===== src/rtl/lut_breadboard_pkg.sv =====
// lut_breadboard shared types and defaults.
// FSM encoding and build-time constants.
package lut_breadboard_pkg;

  localparam int N_IN_DEF  = 4;
  localparam int N_OUT_DEF = 3;

  typedef enum logic [1:0] {
    S_IDLE,
    S_RUN,
    S_DONE
  } state_e;

  function automatic int ch_w(input int n);
    return (n > 1) ? $clog2(n) : 1;
  endfunction

endpackage


===== src/rtl/lut_breadboard_if.sv =====
// Sweep-row result stream of lut_breadboard.
// Valid/ready handshake with row index and function values.
interface lut_breadboard_if #(
  parameter int N_IN  = lut_breadboard_pkg::N_IN_DEF,
  parameter int N_OUT = lut_breadboard_pkg::N_OUT_DEF
);

  logic             out_valid;
  logic             out_ready;
  logic [N_IN-1:0]  out_row;
  logic [N_OUT-1:0] out_f;

  modport master (
    output out_valid,
    output out_row,
    output out_f,
    input  out_ready
  );

  modport slave (
    input  out_valid,
    input  out_row,
    input  out_f,
    output out_ready
  );

endinterface


===== src/rtl/lut_breadboard_channel.sv =====
// lut_channel: one programmable truth table with
// registered direct read, sweep read and popcount.
module lut_channel
  import lut_breadboard_pkg::*;
#(
  parameter  int N_IN = N_IN_DEF,
  localparam int ROWS = 2 ** N_IN
) (
  input  logic            clk,
  input  logic            rst_n,
  input  logic            we_i,
  input  logic [ROWS-1:0] wdata_i,
  input  logic [N_IN-1:0] in_vec_i,
  input  logic [N_IN-1:0] row_i,
  input  logic            acc_clr_i,
  input  logic            acc_en_i,
  input  logic            cnt_ld_i,
  output logic            eval_o,
  output logic            sweep_o,
  output logic [N_IN:0]   cnt_o
);

  logic [ROWS-1:0] lut_q, lut_d;
  logic [N_IN:0]   acc_q, acc_d;
  logic [N_IN:0]   cnt_q, cnt_d;
  logic            eval_q;

  assign sweep_o = lut_q[row_i];
  assign eval_o  = eval_q;
  assign cnt_o   = cnt_q;

  always_comb begin
    lut_d = lut_q;
    acc_d = acc_q;
    cnt_d = cnt_q;
    if (we_i)
      lut_d = wdata_i;
    if (acc_clr_i)
      acc_d = '0;
    else if (acc_en_i)
      acc_d = acc_q + {{N_IN{1'b0}}, sweep_o};
    if (cnt_ld_i)
      cnt_d = acc_q;
  end

  // eval reads lut_q, so a same-cycle write returns the old table
  always_ff @(posedge clk or negedge rst_n) begin
    if (!rst_n) begin
      lut_q  <= '0;
      acc_q  <= '0;
      cnt_q  <= '0;
      eval_q <= 1'b0;
    end else begin
      lut_q  <= lut_d;
      acc_q  <= acc_d;
      cnt_q  <= cnt_d;
      eval_q <= lut_q[in_vec_i];
    end
  end

endmodule


===== src/rtl/lut_breadboard.sv =====
// lut_breadboard: N_OUT programmable boolean functions
// with direct evaluation and a handshaked full-table sweep.
module lut_breadboard
  import lut_breadboard_pkg::*;
#(
  parameter  int N_IN  = N_IN_DEF,
  parameter  int N_OUT = N_OUT_DEF,
  localparam int ROWS  = 2 ** N_IN,
  localparam int CH_W  = ch_w(N_OUT)
) (
  input  logic                     clk,
  input  logic                     rst_n,
  input  logic                     cfg_we,
  input  logic [CH_W-1:0]          cfg_ch,
  input  logic [ROWS-1:0]          cfg_data,
  input  logic [N_IN-1:0]          in_vec,
  output logic [N_OUT-1:0]         eval_f,
  input  logic                     start,
  input  logic                     abort,
  lut_breadboard_if.master         bus,
  output logic                     busy,
  output logic                     done,
  output logic [N_OUT*(N_IN+1)-1:0] ones_cnt
);

  state_e          state_q, state_d;
  logic [N_IN-1:0] row_q, row_d;
  logic            run;
  logic            acc_clr;
  logic            acc_en;
  logic            cnt_ld;
  logic [N_OUT-1:0] sweep_f;

  assign run           = (state_q == S_RUN);
  assign busy          = (state_q != S_IDLE);
  assign done          = (state_q == S_DONE);
  assign bus.out_valid = run;
  assign bus.out_row   = run ? row_q : '0;
  assign bus.out_f     = run ? sweep_f : '0;

  // abort wins over both start and a same-cycle transfer
  always_comb begin
    state_d = state_q;
    row_d   = row_q;
    acc_clr = 1'b0;
    acc_en  = 1'b0;
    cnt_ld  = 1'b0;
    unique case (state_q)
      S_IDLE: begin
        if (start && !abort) begin
          state_d = S_RUN;
          row_d   = '0;
          acc_clr = 1'b1;
        end
      end
      S_RUN: begin
        if (abort) begin
          state_d = S_IDLE;
          row_d   = '0;
        end else if (bus.out_ready) begin
          acc_en = 1'b1;
          row_d  = row_q + N_IN'(1);
          if (&row_q)
            state_d = S_DONE;
        end
      end
      S_DONE: begin
        cnt_ld  = 1'b1;
        state_d = S_IDLE;
      end
      default: state_d = S_IDLE;
    endcase
  end

  always_ff @(posedge clk or negedge rst_n) begin
    if (!rst_n) begin
      state_q <= S_IDLE;
      row_q   <= '0;
    end else begin
      state_q <= state_d;
      row_q   <= row_d;
    end
  end

  for (genvar k = 0; k < N_OUT; k++) begin : g_ch
    lut_channel #(.N_IN(N_IN)) u_ch (
      .clk       (clk),
      .rst_n     (rst_n),
      .we_i      (cfg_we && !busy && (cfg_ch == CH_W'(k))),
      .wdata_i   (cfg_data),
      .in_vec_i  (in_vec),
      .row_i     (row_q),
      .acc_clr_i (acc_clr),
      .acc_en_i  (acc_en),
      .cnt_ld_i  (cnt_ld),
      .eval_o    (eval_f[k]),
      .sweep_o   (sweep_f[k]),
      .cnt_o     (ones_cnt[k*(N_IN+1) +: N_IN+1])
    );
  end

endmodule


===== src/flat_wrapper.sv =====
// flat-port wrapper written by rule: the top's interface ports become plain ports
module lut_breadboard_flat import lut_breadboard_pkg::*;
#(
  parameter  int N_IN  = N_IN_DEF,
  parameter  int N_OUT = N_OUT_DEF,
  localparam int ROWS  = 2 ** N_IN,
  localparam int CH_W  = ch_w(N_OUT)
)
  (clk, rst_n, cfg_we, cfg_ch, cfg_data, in_vec, eval_f, start, abort, busy, done, ones_cnt, bus_out_valid, bus_out_row, bus_out_f, bus_out_ready);
  lut_breadboard_if #(.N_IN(N_IN), .N_OUT(N_OUT)) bus_i ();
  input  logic clk;
  input  logic rst_n;
  input  logic cfg_we;
  input  logic [CH_W-1:0] cfg_ch;
  input  logic [ROWS-1:0] cfg_data;
  input  logic [N_IN-1:0] in_vec;
  output logic [N_OUT-1:0] eval_f;
  input  logic start;
  input  logic abort;
  output logic busy;
  output logic done;
  output logic [N_OUT*(N_IN+1)-1:0] ones_cnt;
  output wire logic [$bits(bus_i.out_valid)-1:0] bus_out_valid;
  output wire logic [$bits(bus_i.out_row)-1:0] bus_out_row;
  output wire logic [$bits(bus_i.out_f)-1:0] bus_out_f;
  input wire logic [$bits(bus_i.out_ready)-1:0] bus_out_ready;
  assign bus_out_valid = bus_i.out_valid;
  assign bus_out_row = bus_i.out_row;
  assign bus_out_f = bus_i.out_f;
  assign bus_i.out_ready = bus_out_ready;
  lut_breadboard #(.N_IN(N_IN), .N_OUT(N_OUT)) u_core (.clk(clk), .rst_n(rst_n), .cfg_we(cfg_we), .cfg_ch(cfg_ch), .cfg_data(cfg_data), .in_vec(in_vec), .eval_f(eval_f), .start(start), .abort(abort), .bus(bus_i), .busy(busy), .done(done), .ones_cnt(ones_cnt));
endmodule

===== config.mk =====
export PLATFORM = sky130hd
export DESIGN_NAME = lut_breadboard_flat
export DESIGN_NICKNAME = d
export VERILOG_FILES = /design/src/rtl/lut_breadboard_pkg.sv /design/src/rtl/lut_breadboard_if.sv /design/src/rtl/lut_breadboard_channel.sv /design/src/rtl/lut_breadboard.sv /design/src/flat_wrapper.sv
export SDC_FILE = /design/constraint.sdc
export NUM_CORES = 1
export LEC_CHECK = 0
export BUFFER_PORTS_ARGS = -buffer_cell sky130_fd_sc_hd__buf_2
export CAP_MARGIN = 30
export CELL_PAD_IN_SITES_DETAIL_PLACEMENT = 0
export CELL_PAD_IN_SITES_GLOBAL_PLACEMENT = 1
export CORE_ASPECT_RATIO = 0.8
export CORE_MARGIN = 2
export CORE_UTILIZATION = 52
export CTS_CLUSTER_DIAMETER = 200
export DETAILED_ROUTE_END_ITERATION = 10
export PLACE_DENSITY = 0.95
export SLEW_MARGIN = 15
export SYNTH_ARGS = -nofsm -noshare
export SYNTH_HDL_FRONTEND = slang
export SYNTH_HIERARCHICAL = 1
export SYNTH_SLANG_ARGS = --single-unit

===== constraint.sdc =====
create_clock -name clk -period 4.3 [get_ports clk]
set_clock_uncertainty 0.2 [all_clocks]
set_input_delay 0.43 -clock clk [delete_from_list [all_inputs] [get_ports clk]]
set_output_delay 0.43 -clock clk [all_outputs]
set_load 0.02 [all_outputs]

==> impl_metrics.toml <==
[die]
start_util_pct = 54.2
io_pins = 56
core_area_um2 = 8060
num_rows = 29
die_width_um = 106
dieHeight_um = 86.0
dieArea_um2 = 9150

[sta]
setup_violations = 0
max_freq_mhz = 316
drv_slew = 0
period_share_pct = 73.7
finalHoldViolCount = 0
post-route-min-period_ns = 3.17
slew_headroom_pct = 50.1
worstMarginPinSlew_ns = 0.748
fin_tns_setup_ns = 0
rsz0062_at_grt = "no"

[synth]
seq_area_frac_synth_pct = 49.9
synth_common_cells = "dfrtp_1 (87), mux2_2 (65), mux2i_1 (24), mux4_1 (24), nor2_1 (16)"
synth-edff-count = 0
ys_top_cells_by_area = "dfrtp_1 (50%), mux2_2 (17%), mux4_1 (14%)"
synth-main-ff-cell = "dfrtp_1"
async_reset_ff_share_pct = 100
synth_seq_cells = 87
yosysWarnings = 6
syn_nets = 320
synth.distinct_cells = 33
syn_area_um2 = 4370
synth.most_common_cell = "dfrtp_1"
synth.avg_cell_area_um2 = 15.3
yosys.area.top_type = "dfrtp_1"
syn_inst = 285
netlist.area_leader.share_pct = 49.9

[layout]
stdcell_count = 460
fin_nets = 384
drive_above_1_share_pct = 41.5
num_antenna_cells = 0
fill_cells = 616
syn2layout_area_growth_pct = 15.0

[global_route]
globalRouteMet1Util_pct = 28.2
grt_pass1_wl_mm = 14.1
grt_busiest_layer = "met2"
grt_pass1_vias = 2699
use_met3_pct = 4.03
overflow = 0
grtUsageTotal_pct = 20.1
antenna_found_initial = 0
grt_max_degree = 47
gr-usage-met2_pct = 32.4

[route]
drtIter0Drc = 155
vias_per_cell = 5.84
finalWirelength_mm = 8.49
antenna_left = 0
vias = 2686
wl_per_cell_um = 18.4
drt_pass1_iterations = 4
drcViolationCount = 0

[power_and_ir_drop]
p_leak_nw = 2.35
p_per_area_nw_per_um2 = 408
power_mw = 2.05
vdd_drop_max_mv = 0.248

[setup_path]
required_ns = 3.67
worstSetupStartpointType = "flop"
crit_path_max_fanout = 16
path_class = "reg -> out"
cp_data_arrival_time_ns = 2.54
endpoint_kind = "output port"

[outcome]
status = "complete, no violations"

[cts]
clkSinkCount = 87
root_buffer = "clkbuf_8"
cts_tree = "yes"
cts_buffer_depth = 2
h-tree-depth = 3
path_clk_slew_ns = 0.08
cts_buffers = 9
clkLatencyLatePin_ns = 0.35

[place]
io_buffers = 55
gp_congestion = 0.861
dpl.hpwl_mm = 6.07
placed_cells = 444

[job]
maxCapViolations = 0

[min_path]
min_path_type = "in -> reg"
## critical path, cell delays in order (launching register included)
cell and delay (ns):
dfrtp_1 0.83, mux4_1 0.67, mux2i_1 0.21, mux2i_1 0.15, and2_1 0.17, buf_2 0.16
## report_power, final
group	internal [mW]	switching (mW)	leakage (nW)
registers	0.941	0.105	1.11
logic	0.237	0.157	1.15
clock network	0.323	0.288	0.0978
total	1.50	0.550	2.35
## registers in the layout (all words and copies together) (netlist names)
| register | cells |
|---|---|
| u_core/g_ch.u_ch/acc_q | 15 |
| u_core/g_ch.u_ch/cnt_o | 15 |
| u_core/g_ch.u_ch/eval_o | 3 |
| u_core/g_ch.u_ch/lut_q | 48 |
| u_core/row_q | 4 |
| u_core/state_q | 2 |
## final cells by class
cell class / count / area, µm² / area share, %
clock inverter: 5 / 83.8 / 1.67
inverter: 3 / 11.3 / 0.224
tap: 108 / 135 / 2.69
timing repair buffer: 61 / 349 / 6.95
clock buffer: 9 / 124 / 2.47
sequential: 87 / 2180 / 43.4
multi-input combinational: 187 / 2140 / 42.6
## through the flow
| stage | hold WS [ns] | util [%] | cell area [µm²] | setup slack [ns] |
|---|---|---|---|---|
| floorplan | -0.0656 | - | 4370 | 1.78 |
| global placement | 0.285 | 59.1 | 4760 | 1.42 |
| detailed placement | 0.251 | 59.5 | 4790 | 1.38 |
| CTS | 0.117 | 62.2 | 5010 | 1.14 |
| global route | 0.112 | 62.3 | 5020 | 1.03 |
| finish | 0.132 | 62.3 | 5020 | 1.13 |
## cell usage in the layout (no fill, tap or decap), drive strengths merged, types with 2 or more instances in the layout
master    synthesis  final
and2              7      7
buf               8     60
clkbuf            0      9
clkinvlp          0      2
nor2b             2      2
a211oi            3      3
nand3             2      2
mux4             24     24
nand2             5      5
dfrtp            87     87
mux2             65     65
nand4             6      6
inv               3      4
nor3              2      2
nor2             16     16
nor3b             2      2
ha                7      7
mux2i            24     24
xor2              9      9
bufinv            0      2
## layer usage
layer,vias up,wire length [µm]
li1,1229,-
met5,-,0
met1,1388,3870
met3,5,327
met4,0,47
met2,64,4240
## cell families after synthesis
kind of cell             after synthesis  synth area share, %
AO/OA/AOI/OAI                          9                 1.66
XOR/XNOR                               9                 1.81
adder cells (fa/ha/maj)                7                 2.01
buffers and inverters                 11                 1.46
flip-flops                            87                 49.9
multiplexers                         113                 36.7
AND/OR/NAND/NOR                       49                 6.48
## path summary, 6_finish.rpt
path | startpoint | endpoint | slack, ns | cells past startpoint
max in group asynchronous | rst_n | u_core/g_ch[1].u_ch/lut_q[14] | 2.91 | 3
min reg2reg | u_core/g_ch[2].u_ch/cnt_o[0] | u_core/g_ch[2].u_ch/cnt_o[0] | 0.31 | 1
max reg2reg | u_core/row_q[0] | u_core/g_ch[2].u_ch/acc_q[4] | 1.39 | 8
min in group asynchronous | rst_n | u_core/g_ch[1].u_ch/cnt_o[2] | 0.40 | 2
max | u_core/row_q[0] | bus_out_f[2] | 1.13 | 5
min | cfg_data[15] | u_core/g_ch[1].u_ch/lut_q[15] | 0.13 | 2
## repair_timing
item / 4_1_cts / 5_1_grt
resized for setup: 0 / 0
hold buffers: 1 / 0
setup buffers: 0 / 0
hold endpoints to repair: 41 / 0
No activity file was read; power rests on OpenSTA's default activity.
